--- src/rtl/arm_pipe_pkg.sv ---
// Shared ARM pipeline definitions: default datapath widths, the memory-stage
// state encoding and the width of the memory-stage watchdog counter.
package arm_pipe_pkg;

  localparam int unsigned DATA_W = 32;
  localparam int unsigned REG_AW = 4;
  // Watchdog wide enough for TIMEOUT values up to 255.
  localparam int unsigned WD_W   = 8;

  typedef enum logic {
    IDLE   = 1'b0,
    ACCESS = 1'b1
  } state_t;

endpackage : arm_pipe_pkg

--- src/rtl/mem_wb_reg.sv ---
// MEM/WB pipeline register: {wb_en, dest, data}, reloaded every cycle.
// Ports:
//   clk, rst_n                        clock, async active-low reset
//   wb_en_next, dest_next, data_next  next MEM/WB word
//   wb_en, dest, data                 registered MEM/WB word (register file write port)
module mem_wb_reg #(
  parameter int unsigned DATA_W = 32,
  parameter int unsigned REG_AW = 4
) (
  input  logic              clk,
  input  logic              rst_n,
  input  logic              wb_en_next,
  input  logic [REG_AW-1:0] dest_next,
  input  logic [DATA_W-1:0] data_next,
  output logic              wb_en,
  output logic [REG_AW-1:0] dest,
  output logic [DATA_W-1:0] data
);

  always_ff @(posedge clk or negedge rst_n) begin
    if (!rst_n) begin
      wb_en <= 1'b0;
      dest  <= '0;
      data  <= '0;
    end else begin
      wb_en <= wb_en_next;
      dest  <= dest_next;
      data  <= data_next;
    end
  end

endmodule : mem_wb_reg

--- src/rtl/mem_access_stage.sv ---
// ARM pipeline memory stage: takes the executed instruction from EX, runs any
// load/store on a single-outstanding req/ack data-memory port, and registers
// the result into the MEM/WB word. Hung accesses are aborted by a watchdog.
// Ports:
//   clk, rst_n                  clock, async active-low reset
//   ex_*                        instruction presented by EX
//   stall                       combinational hold request to EX/upstream
//   mem_req/we/addr/wdata       registered data-memory request
//   mem_ack, mem_rdata          memory completion and read data
//   mem_err                     one-cycle pulse when the watchdog aborts
//   wb_en, dest_wb, result_wb   MEM/WB register file write port
module mem_access_stage #(
  parameter int unsigned DATA_W  = 32,
  parameter int unsigned REG_AW  = 4,
  parameter int unsigned TIMEOUT = 255
) (
  input  logic              clk,
  input  logic              rst_n,
  input  logic              ex_valid,
  input  logic [DATA_W-1:0] ex_alu_result,
  input  logic [DATA_W-1:0] ex_store_val,
  input  logic [REG_AW-1:0] ex_dest,
  input  logic              ex_wb_en,
  input  logic              ex_mem_r,
  input  logic              ex_mem_w,
  output logic              stall,
  output logic              mem_req,
  output logic              mem_we,
  output logic [DATA_W-1:0] mem_addr,
  output logic [DATA_W-1:0] mem_wdata,
  input  logic              mem_ack,
  input  logic [DATA_W-1:0] mem_rdata,
  output logic              mem_err,
  output logic              wb_en,
  output logic [REG_AW-1:0] dest_wb,
  output logic [DATA_W-1:0] result_wb
);

  import arm_pipe_pkg::*;

  state_t            state, state_n;
  logic [WD_W-1:0]   wd, wd_n;
  logic              req_n, we_n, err_n;
  logic [DATA_W-1:0] addr_n, wdata_n;
  logic              lat_wb, lat_wb_n;
  logic [REG_AW-1:0] lat_dest, lat_dest_n;
  logic              stall_c;
  logic              memop;
  logic              wb_en_d;
  logic [REG_AW-1:0] dest_d;
  logic [DATA_W-1:0] data_d;

  assign memop = ex_valid & (ex_mem_r | ex_mem_w);

  // Stall is suppressed while reset is asserted so upstream never freezes in reset.
  assign stall = stall_c & rst_n;

  // State, watchdog and memory port registers.
  always_ff @(posedge clk or negedge rst_n) begin
    if (!rst_n) begin
      state     <= IDLE;
      wd        <= '0;
      mem_req   <= 1'b0;
      mem_we    <= 1'b0;
      mem_err   <= 1'b0;
      mem_addr  <= '0;
      mem_wdata <= '0;
      lat_wb    <= 1'b0;
      lat_dest  <= '0;
    end else begin
      state     <= state_n;
      wd        <= wd_n;
      mem_req   <= req_n;
      mem_we    <= we_n;
      mem_err   <= err_n;
      mem_addr  <= addr_n;
      mem_wdata <= wdata_n;
      lat_wb    <= lat_wb_n;
      lat_dest  <= lat_dest_n;
    end
  end

  // Next-state, stall and next MEM/WB word.
  always_comb begin
    state_n    = state;
    wd_n       = wd;
    req_n      = mem_req;
    we_n       = mem_we;
    err_n      = 1'b0;
    addr_n     = mem_addr;
    wdata_n    = mem_wdata;
    lat_wb_n   = lat_wb;
    lat_dest_n = lat_dest;
    stall_c    = 1'b0;
    wb_en_d    = 1'b0;
    dest_d     = ex_dest;
    data_d     = ex_alu_result;

    unique case (state)
      IDLE: begin
        if (memop) begin
          // Load wins when both load and store are flagged.
          stall_c    = 1'b1;
          req_n      = 1'b1;
          we_n       = ~ex_mem_r;
          addr_n     = ex_alu_result;
          wdata_n    = ex_store_val;
          lat_wb_n   = ex_valid & ex_wb_en;
          lat_dest_n = ex_dest;
          wd_n       = '0;
          state_n    = ACCESS;
        end else begin
          wb_en_d = ex_valid & ex_wb_en;
        end
      end

      ACCESS: begin
        dest_d = lat_dest;
        data_d = mem_addr;
        if (mem_ack) begin
          // Ack on the final watchdog cycle still completes the access.
          req_n   = 1'b0;
          state_n = IDLE;
          if (!mem_we) begin
            wb_en_d = lat_wb;
            data_d  = mem_rdata;
          end
        end else if (wd == WD_W'(TIMEOUT - 1)) begin
          // Abort: drop the instruction and let EX advance this cycle.
          req_n   = 1'b0;
          err_n   = 1'b1;
          state_n = IDLE;
        end else begin
          stall_c = 1'b1;
          wd_n    = wd + WD_W'(1);
        end
      end

      default: state_n = IDLE;
    endcase
  end

  mem_wb_reg #(
    .DATA_W (DATA_W),
    .REG_AW (REG_AW)
  ) u_mem_wb_reg (
    .clk        (clk),
    .rst_n      (rst_n),
    .wb_en_next (wb_en_d),
    .dest_next  (dest_d),
    .data_next  (data_d),
    .wb_en      (wb_en),
    .dest       (dest_wb),
    .data       (result_wb)
  );

endmodule : mem_access_stage

--- config.mk ---
export PLATFORM = sky130hd
export DESIGN_NAME = mem_access_stage
export DESIGN_NICKNAME = d
export VERILOG_FILES = /design/src/rtl/arm_pipe_pkg.sv /design/src/rtl/mem_wb_reg.sv /design/src/rtl/mem_access_stage.sv
export SDC_FILE = /design/constraint.sdc
export NUM_CORES = 1
export LEC_CHECK = 0
export ABC_AREA = 0
export CAP_MARGIN = 20
export CORE_ASPECT_RATIO = 0.75
export CORE_MARGIN = 3
export CORE_UTILIZATION = 46
export DETAILED_ROUTE_END_ITERATION = 6
export PLACE_DENSITY_LB_ADDON = 0.08
export SETUP_SLACK_MARGIN = 0.1
export SLEW_MARGIN = 20
export SYNTH_ARGS = -nofsm -noshare
export SYNTH_HDL_FRONTEND = slang
export SYNTH_SLANG_ARGS = --single-unit
--- constraint.sdc ---
create_clock -name clk -period 3.1 [get_ports clk]
set_clock_uncertainty 0.2 [all_clocks]
set_input_delay 0.31 -clock clk [delete_from_list [all_inputs] [get_ports clk]]
set_output_delay 0.31 -clock clk [all_outputs]
set_load 0.02 [all_outputs]
==> results of run 1 <==
-- kinds of logic after synthesis --
kind of cell / Yosys count / share of synthesized area [%]
adders and majority gates: 2 / 0.510
AOI/OAI and AO/OA: 47 / 5.82
and+or+nand+nor: 270 / 22.2
buffers and inverters: 31 / 3.16
muxes: 39 / 8.06
DFF: 118 / 60.2
-- state kept, by name, indices dropped and copies added (netlist names) --
signal	flops
mem_addr	32
mem_wdata	32
u_mem_wb_reg.data	32
wd	8
lat_dest	4
u_mem_wb_reg.dest	4
lat_wb	1
mem_err	1
mem_req	1
mem_we	1
state	1
u_mem_wb_reg.wb_en	1
-- per-stage QoR --
step                instances  total power, mW  utilization (%)
finish                    864             5.88             77.8
global route              864             6.15             77.8
CTS                       862             5.91             77.6
detailed placement        829             3.77             71.1
global placement          829             3.72             71.1
floorplan                 507             2.86                -
-- where the power goes --
part / leakage [nW] / switching, mW / internal, mW
Sequential: 1.44 / 0.206 / 1.85
Combinational: 2.02 / 0.876 / 0.817
Clock: 0.318 / 0.665 / 1.46
-- Yosys cell counts, types with 3 or more instances --
library cell	instances
buf_4	3
a211o_1	3
dfrtp_1	118
buf_2	11
nor2_1	39
mux2_2	3
a21oi_1	34
clkbuf_1	11
o2bb2ai_1	3
nand2_1	210
nor4_1	4
nand3_1	4
mux2i_1	35
-- final cells by class --
cell class	instances	share of cell area [%]
inverters	3	0.177
repair buffers	221	28.3
clock buffers	22	5.96
well taps	132	2.12
clock inverters	10	2.25
flip-flops and latches	118	38.0
multi-input cells	358	23.2
-- placed cells by master (no fill, tap or decap), drive strengths merged --
cell,n
nand2,210
clkdlybuf4s50,209
dfrtp,118
nor2,39
mux2i,35
a21oi,34
clkbuf,22
buf,10
clkinv,5
bufinv,5
nand3,5
o21ai,5
nor4,4
mux2,4
o2bb2ai,3
a211o,3
inv,3
and3,3
and2,2
ha,2
nor2b,2
nand2b,1
nand4,1
and2b,1
or2,1
nor3,1
a21o,1
o21a,1
dlygate4sd3,1
dlymetal6s2s,1
-- per-layer routing --
metal	routed length (um)	part of all wire (%)	track usage, %	vias to the layer above
li1	-	-	-	2054
met1	5730	40	30.0	2052
met2	7190	50	41.5	180
met3	1360	9.4	9.18	11
met4	103	0.72	5.51	0
met5	0	0	0	-
-- final timing paths --
kind	from	to	slack (ns)	depth (start not counted)
worst max-delay path	wd[0]$_DFFE_PN0P_	stall	0.53	8
worst min-delay path	rst_n	mem_wdata[16]$_DFFE_PN0P_	0.23	2
worst max register to register	state$_DFF_PN0_	wd[5]$_DFFE_PN0P_	0.93	4
worst min register to register	mem_wdata[29]$_DFFE_PN0P_	mem_wdata[29]$_DFFE_PN0P_	0.27	2
max in group asynchronous	rst_n	state$_DFF_PN0_	1.31	3
min in group clk	ex_store_val[20]	mem_wdata[20]$_DFFE_PN0P_	0.23	3
-- repair_timing --
item / CTS / global route
endpoints found under the hold margin: 22 / 0
resized for setup: 0 / 2
buffers inserted: 0 / 2
hold buffers: 1 / 0
endpoints found under the setup margin: 0 / 1
==> impl_metrics.tcl, run 1 <==
set metrics [dict create \
    ys_seq_area_share_pct 60.2 \
    wl_per_cell_um 16.6 \
    synth_top_cell_area_share_pct 60.2 \
    start_kind "flop" \
    place_ws_ns 0.359 \
    drive_gt1_share_pct 7.51 \
    synth_cells 507 \
    firstDrtPassIters 4 \
    die_h_um 95.4 \
    multi_input_area_mm2 0.00181 \
    diodes 0 \
    n_fill_cell 672 \
    critical-path-top-delay-family "simple AND/OR/NAND/NOR gates" \
    fp-row-count 31 \
    port_buffers 211 \
    die_x_um 125 \
    worstPathRequired_ns 2.59 \
    slew_headroom_pct 45.7 \
    yosysTopAreaCell "dfrtp_1" \
    gp_congestion 0.826 \
    overflow 0 \
    path_clk_slew_ns 0.05 \
    max-clock-path-buffers 2 \
    finalNetCount 828 \
    arrival_ns 2.06 \
    ir_worst_vdd_uv 545 \
    period_needed_ns 2.57 \
    cap_viol_max_count 0 \
    timing.fmax_mhz 389 \
    worst_slew_pin_slew_ns 0.814 \
    crit_type "reg2out" \
    ant_nets 0 \
    synth-edff-count 0 \
    dieArea_mm2 0.0119 \
    track_usage_pct 24.4 \
    antenna_found_initial 0 \
    path_common_cell "and2_4" \
    hold_ws_ns 0.227 \
    slowest_delay_ns 0.42 \
    grt_pass1_wl_um 22600 \
    seq_area_mm2 0.00296 \
    cts_inserted_buffers 17 \
    synth_area_mm2 0.00490 \
    grt_max_degree 71 \
    yosys-top-cells-area "dfrtp_1, nand2_1, mux2i_1, a21oi_1, nor2_1" \
    place_area_mm2 0.00711 \
    wl_um 14400 \
    syn_nets 616 \
    p_per_area_mw_per_mm2 755 \
    detailed_place_hpwl_um 9930 \
    grt_pass1_vias 4256 \
    drt-initial-drc-count 262 \
    fin_ws_ns 0.526 \
    num_vias 4297 \
    fin_crit_sh_pct 83.0 \
    leakagePower_nw 3.78 \
    status "finished, final reports clean" \
    min_path_type "in2async" \
    tritoncts "yes" \
    viasPerCell 4.97 \
    rsz0062_at_grt "false" \
    stdcell_area_mm2 0.00778 \
    areaGrowthSynthToFinish_pct 58.7 \
    end_kind "primary output" \
    cp_max_fo 8 \
    timing.setup.tns_ns 0 \
    htreeDepth 4 \
    cts_sinks 118 \
    finalMaxSlewViolations 0 \
    async_reset_ff_share_pct 100 \
    slowest_stage "dfrtp_1" \
    cp_cell_sequence "inv_1, ha_1, nand3_2, o21ai_4, and2_4, inv_4, and2_4, dlymetal6s2s_1" \
    hold_violations 0 \
    clkLatencyLatePin_ns 0.40 \
    crit_buf_inv 3 \
    synth_cell_type_count 35 \
    core_area_mm2 0.0100 \
    clock-root-buffer "clkbuf_16" \
    synth_top_flop_cell "dfrtp_1" \
    synth_seq_cells 118 \
    setup_violations 0 \
    start_util_pct 49.0 \
    ys_warn_count 0 \
    ioPinCount 212 \
    route.detailed.drc 0 \
    avgSynthCellArea_um2 9.67 \
]
No activity file was read; power rests on OpenSTA's default activity.
==> run 2: changes to the inputs <==
--- a/config.mk
+++ b/config.mk
@@ -9,7 +9,7 @@
 export CAP_MARGIN = 20
 export CORE_ASPECT_RATIO = 0.75
 export CORE_MARGIN = 3
-export CORE_UTILIZATION = 46
+export CORE_UTILIZATION = 42
 export DETAILED_ROUTE_END_ITERATION = 6
 export PLACE_DENSITY_LB_ADDON = 0.08
 export SETUP_SLACK_MARGIN = 0.1
==> constraint.sdc (replaced) <==
create_clock -name clk -period 2.5 [get_ports clk]
set_clock_uncertainty 0.2 [all_clocks]
set_input_delay 0.25 -clock clk [delete_from_list [all_inputs] [get_ports clk]]
set_output_delay 0.25 -clock clk [all_outputs]
set_load 0.02 [all_outputs]
==> run 2 against run 1 <==
- count of clock-buffer cells in the layout down 2
- combinational power up 24%
- clock power up 8%
- register-to-register slack worse by 0.31 ns
- first-iteration DRC count down 19%
- non-clock buffer count up 2
- sequential power up 23%
- design area down 0.55%
- flip-flop and latch count unchanged
- via count down 2.0%
- final cell count up 1.2%
==> impl_metrics.tcl, run 2 (synthesized netlist as in run 1, its figures left out) <==
set metrics [dict create \
    tritoncts "yes" \
    gp_congestion 0.774 \
    status "finished, final reports clean" \
    diodes 0 \
    period_needed_ns 2.23 \
    htreeDepth 4 \
    start_util_pct 44.0 \
    place_ws_ns 0.100 \
    path_common_cell "and2_4" \
    seq_area_mm2 0.00295 \
    ant_nets 0 \
    layout_commonest_cell "nand2_1" \
    hold_violations 0 \
    worstPathRequired_ns 2.05 \
    reg2reg_to "wd[0]$_DFFE_PN0P_" \
    overflow 0 \
    crit_buf_inv 3 \
    fp-row-count 33 \
    firstDrtPassIters 4 \
    port_buffers 211 \
    cts_inserted_buffers 17 \
    cap_viol_max_count 0 \
    p_per_area_mw_per_mm2 896 \
    final_cell_mix "nand2_1, clkdlybuf4s50_1, dfrtp_1" \
    route.detailed.drc 0 \
    timing.fmax_mhz 449 \
    finalMaxSlewViolations 0 \
    detailed_place_hpwl_um 9580 \
    drive_gt1_share_pct 8.31 \
    p_sw_share_pct 31.5 \
    wl_per_cell_um 15.8 \
    worst_slew_pin_slew_ns 0.762 \
    areaGrowthSynthToFinish_pct 57.8 \
    clkPwrFrac_pct 33.2 \
    finalNetCount 830 \
    path_clk_slew_ns 0.05 \
    multi_input_area_mm2 0.00181 \
    min_path_type "in2reg" \
    grt_pass1_vias 4274 \
    viasPerCell 4.82 \
    slew_headroom_pct 49.2 \
    worstHoldStart "ex_store_val[12]" \
    regToRegSetupSlack_ns 0.62 \
    cts_sinks 118 \
    dieArea_mm2 0.0130 \
    num_vias 4209 \
    ir_worst_vdd_uv 482 \
    die_x_um 131 \
    die_h_um 99.6 \
    reg_top3 "mem_addr x32, mem_wdata x32, u_mem_wb_reg.data x32" \
    cp_cell_sequence "inv_1, ha_1, nand3_2, o21ai_4, and2_4, inv_4, and2_4, clkbuf_2" \
    end_kind "primary output" \
    rsz0062_at_grt "false" \
    ioPinCount 212 \
    grt_max_degree 71 \
    clock-root-buffer "clkbuf_16" \
    drt-initial-drc-count 211 \
    p_comb_share_pct 30.3 \
    critical-path-top-delay-family "simple AND/OR/NAND/NOR gates" \
    setup_violations 0 \
    cp_max_fo 5 \
    antenna_found_initial 0 \
    grt_pass1_wl_um 22100 \
    wl_um 13800 \
    start_kind "flop" \
    slowest_stage "dfrtp_1" \
    core_area_mm2 0.0111 \
    regToRegStartpoint "state$_DFF_PN0_" \
    p_switching_mw 2.18 \
    pwr-share-seq_pct 36.5 \
    r2r_cells 5 \
    max-clock-path-buffers 2 \
    hold_path_end "mem_wdata[12]$_DFFE_PN0P_" \
    hold_depth 3 \
    internal-power_mw 4.75 \
    timing.setup.tns_ns 0 \
    fin_ws_ns 0.271 \
    arrival_ns 1.78 \
    slowest_delay_ns 0.42 \
    track_usage_pct 21.9 \
    n_fill_cell 848 \
    clkLatencyLatePin_ns 0.40 \
    fin_crit_sh_pct 89.2 \
    crit_type "reg2out" \
    leakagePower_nw 3.73 \
]
## run 2: cell types whose count changed in the layout (fill, tap and decap cells not counted)
cell / previous run / this run
clkinv_4: 0 / 1
clkinvlp_4: 0 / 4
dlymetal6s2s_1: 1 / 0
clkbuf_1: 3 / 0
dfrtp_2: 0 / 1
buf_12: 1 / 2
buf_4: 9 / 10
dfrtp_4: 1 / 0
bufinv_16: 5 / 1
clkbuf_2: 0 / 1
inv_6: 0 / 1
clkbuf_8: 2 / 3
## run 2: worst max-delay path by stage
stage | from | endpoint | depth (start not counted) | slack, ns
floorplan | wd[0]$_DFFE_PN0P_ | stall | 8 | 0.69
global placement | mem_ack | stall | 7 | 0.13
detailed placement | ex_valid | stall | 7 | 0.10
CTS | wd[0]$_DFFE_PN0P_ | stall | 8 | 0.12
global route | wd[0]$_DFFE_PN0P_ | stall | 8 | 0.16
finish | wd[0]$_DFFE_PN0P_ | stall | 8 | 0.27
## run 2: layout make-up
cell class              count  area share (%)
clock buffers              20            6.03
clock inverters            12            1.33
inverters                   3           0.178
multi-input cells         358            23.3
flip-flops and latches    118            38.2
well taps                 140            2.26
repair buffers            223            28.7
## run 2: worst min-delay path: stages
cell and delay, ns:
clkdlybuf4s50_1 0.39, nand2_1 0.06, nand2_1 0.04
## run 2: power by group through the flow
stage | registers [mW] | logic [mW] | clock network, mW
global placement | 2.54 | 2.09 | 0
global route | 2.59 | 2.28 | 2.44
floorplan | 2.97 | 0.584 | 0
detailed placement | 2.56 | 2.12 | 0
finish | 2.53 | 2.10 | 2.30
CTS | 2.54 | 2.14 | 2.35
## run 2: metal layers
layer  GRT usage, %  vias up  share of wire, %
met5              0        -                 0
met4           5.06        0               1.3
met3           8.37       12               7.1
met2           35.6      147                49
met1           28.1     1989                43
li1               -     2061                 -
## run 2: timing repair
item,in CTS,in global routing
endpoints found under the hold margin,118,0
buffers inserted,1,0
resized for setup,2,1
hold buffers,1,0
setup endpoints to repair,1,1
## run 2: metrics by stage
| stage | hold WS, ns | cell area (um^2) | cells | total power [mW] | utilization [%] |
|---|---|---|---|---|---|
| after global placement | 0.252 | 7160 | 840 | 4.63 | 64.2 |
| after global routing | 0.164 | 7740 | 874 | 7.30 | 69.4 |
| after detailed placement | 0.261 | 7160 | 840 | 4.69 | 64.2 |
| after floorplan | -0.246 | 4900 | 507 | 3.55 | - |
| after CTS | 0.158 | 7740 | 874 | 7.02 | 69.5 |
| final | 0.178 | 7740 | 874 | 6.94 | 69.4 |
==> run 3: changes to the inputs <==
--- a/config.mk
+++ b/config.mk
@@ -13,6 +13,7 @@
 export DETAILED_ROUTE_END_ITERATION = 6
 export PLACE_DENSITY_LB_ADDON = 0.08
 export SETUP_SLACK_MARGIN = 0.1
+export SKIP_CTS_REPAIR_TIMING = 1
 export SLEW_MARGIN = 20
 export SYNTH_ARGS = -nofsm -noshare
 export SYNTH_HDL_FRONTEND = slang
==> run 3 against run 2 <==
- total power is essentially flat
- global-route usage is essentially flat
- setup slack lost 0.062 ns
- final cell count grew 0.11%
- routed wire length grew 0.46%
- count of clock-buffer cells in the layout is the same
- largest power group unchanged
==> impl_metrics.tcl, run 3 (synthesized netlist as in run 1, its figures left out) <==
set metrics [dict create \
    die_x_um 131 \
    finalNetCount 831 \
    worstSetupStartpoint "wd[0]$_DFFE_PN0P_" \
    ioPinCount 212 \
    cts_inserted_buffers 17 \
    final_core_util_pct 69.6 \
    htreeDepth 4 \
    placed_cells 840 \
    internal-power_mw 4.76 \
    port_buffers 211 \
    gp_congestion 0.774 \
    fin_crit_sh_pct 91.6 \
    fin_cells 875 \
    die_h_um 99.6 \
    slew_headroom_pct 48.4 \
    clkPwrFrac_pct 33.1 \
    start_kind "flop" \
    hold_violations 0 \
    leakagePower_nw 3.75 \
    num_vias 4234 \
    drt-initial-drc-count 234 \
    worst_slew_pin_slew_ns 0.774 \
    layout_commonest_cell "nand2_1" \
    core_area_mm2 0.0111 \
    end_kind "primary output" \
    ir_worst_vdd_uv 481 \
    finalPower_mw 6.94 \
    regToRegStartpoint "state$_DFF_PN0_" \
    grt_pass1_wl_um 22100 \
    arrival_ns 1.84 \
    antenna_found_initial 0 \
    diodes 0 \
    p_switching_mw 2.18 \
    areaGrowthSynthToFinish_pct 58.2 \
    min_path_type "in2reg" \
    detailed_place_hpwl_um 9580 \
    crit_type "reg2out" \
    cts_sinks 118 \
    pwr-share-seq_pct 36.5 \
    wl_um 13800 \
    worstHoldStart "ex_store_val[12]" \
    max-clock-path-buffers 2 \
    status "finished, final reports clean" \
    p_per_area_mw_per_mm2 895 \
    rsz0062_at_grt "false" \
    p_comb_share_pct 30.4 \
    track_usage_pct 21.9 \
    clock-root-buffer "clkbuf_16" \
    setup_violations 0 \
    start_util_pct 44.0 \
    ant_nets 0 \
    cp_max_fo 5 \
    drive_gt1_share_pct 8.30 \
    finalMaxSlewViolations 0 \
    timing.fmax_mhz 437 \
    grt_max_degree 71 \
    route.detailed.drc 0 \
    tritoncts "yes" \
    dieArea_mm2 0.0130 \
    hold_ws_ns 0.178 \
    worstPathRequired_ns 2.05 \
    firstDrtPassIters 4 \
    period_needed_ns 2.29 \
    fp-row-count 33 \
    viasPerCell 4.84 \
    grt_pass1_vias 4262 \
    path_clk_slew_ns 0.05 \
    final_cell_mix "nand2_1, clkdlybuf4s50_1, dfrtp_1" \
    cap_viol_max_count 0 \
    overflow 0 \
    wl_per_cell_um 15.8 \
    reg_top3 "mem_addr x32, mem_wdata x32, u_mem_wb_reg.data x32" \
    p_sw_share_pct 31.5 \
    clkLatencyLatePin_ns 0.40 \
]
[run 3: cell types whose count changed in the layout (fill, tap and decap cells not counted), sizes merged]
cell          change
buf               +1
clkbuf            -1
dlymetal6s2s      +1
[run 3: per-stage QoR]
stage          cell area (um^2)  setup TNS, ns  setup slack (ns)
5_1_grt                    7750              0            0.0989
4_1_cts                    7730         -0.204            -0.204
2_1_floorplan              4900              0             0.688
3_3_place_gp               7160              0             0.126
3_5_place_dp               7160              0             0.100
6_report                   7750              0             0.209
[run 3: layer usage]
layer	wire, um	up-vias	global-route usage, %
met5	0	-	0
met4	189	0	5.06
met3	1100	14	8.37
met2	6770	170	35.6
met1	5770	1987	28.0
li1	-	2063	-
[run 3: worst max-delay path, stage by stage (launching register included)]
cell and delay [ns]:
dfrtp_1 0.42, inv_1 0.07, ha_1 0.15, nand3_2 0.11
o21ai_4 0.14, and2_4 0.18, inv_4 0.03, and2_4 0.14
dlymetal6s2s_1 0.20
[run 3: power groups by stage]
stage          Clock, mW  Sequential (mW)  Combinational, mW
2_1_floorplan          0             2.97              0.584
3_3_place_gp           0             2.54               2.09
3_5_place_dp           0             2.56               2.12
4_1_cts             2.35             2.54               2.13
5_1_grt             2.44             2.59               2.28
6_report            2.30             2.53               2.11
[run 3: final cells by class]
class / instances / area, um^2
Multi-Input combinational cell: 358 / 1810
Clock inverter: 12 / 103
Sequential cell: 118 / 2950
Fill cell: 846 / 3390
Inverter: 3 / 13.8
Timing Repair Buffer: 224 / 2240
Tap cell: 140 / 175
Clock buffer: 20 / 467
[run 3: final timing paths]
kind	end	slack, ns	cells past startpoint
hold reg to reg	mem_wdata[28]$_DFFE_PN0P_	0.27	2
setup / recovery	stall	0.21	8
setup reg to reg	wd[0]$_DFFE_PN0P_	0.62	5
min in group asynchronous	mem_wdata[23]$_DFFE_PN0P_	0.49	3
hold / removal	mem_wdata[12]$_DFFE_PN0P_	0.18	3
max in group asynchronous	state$_DFF_PN0_	1.09	3
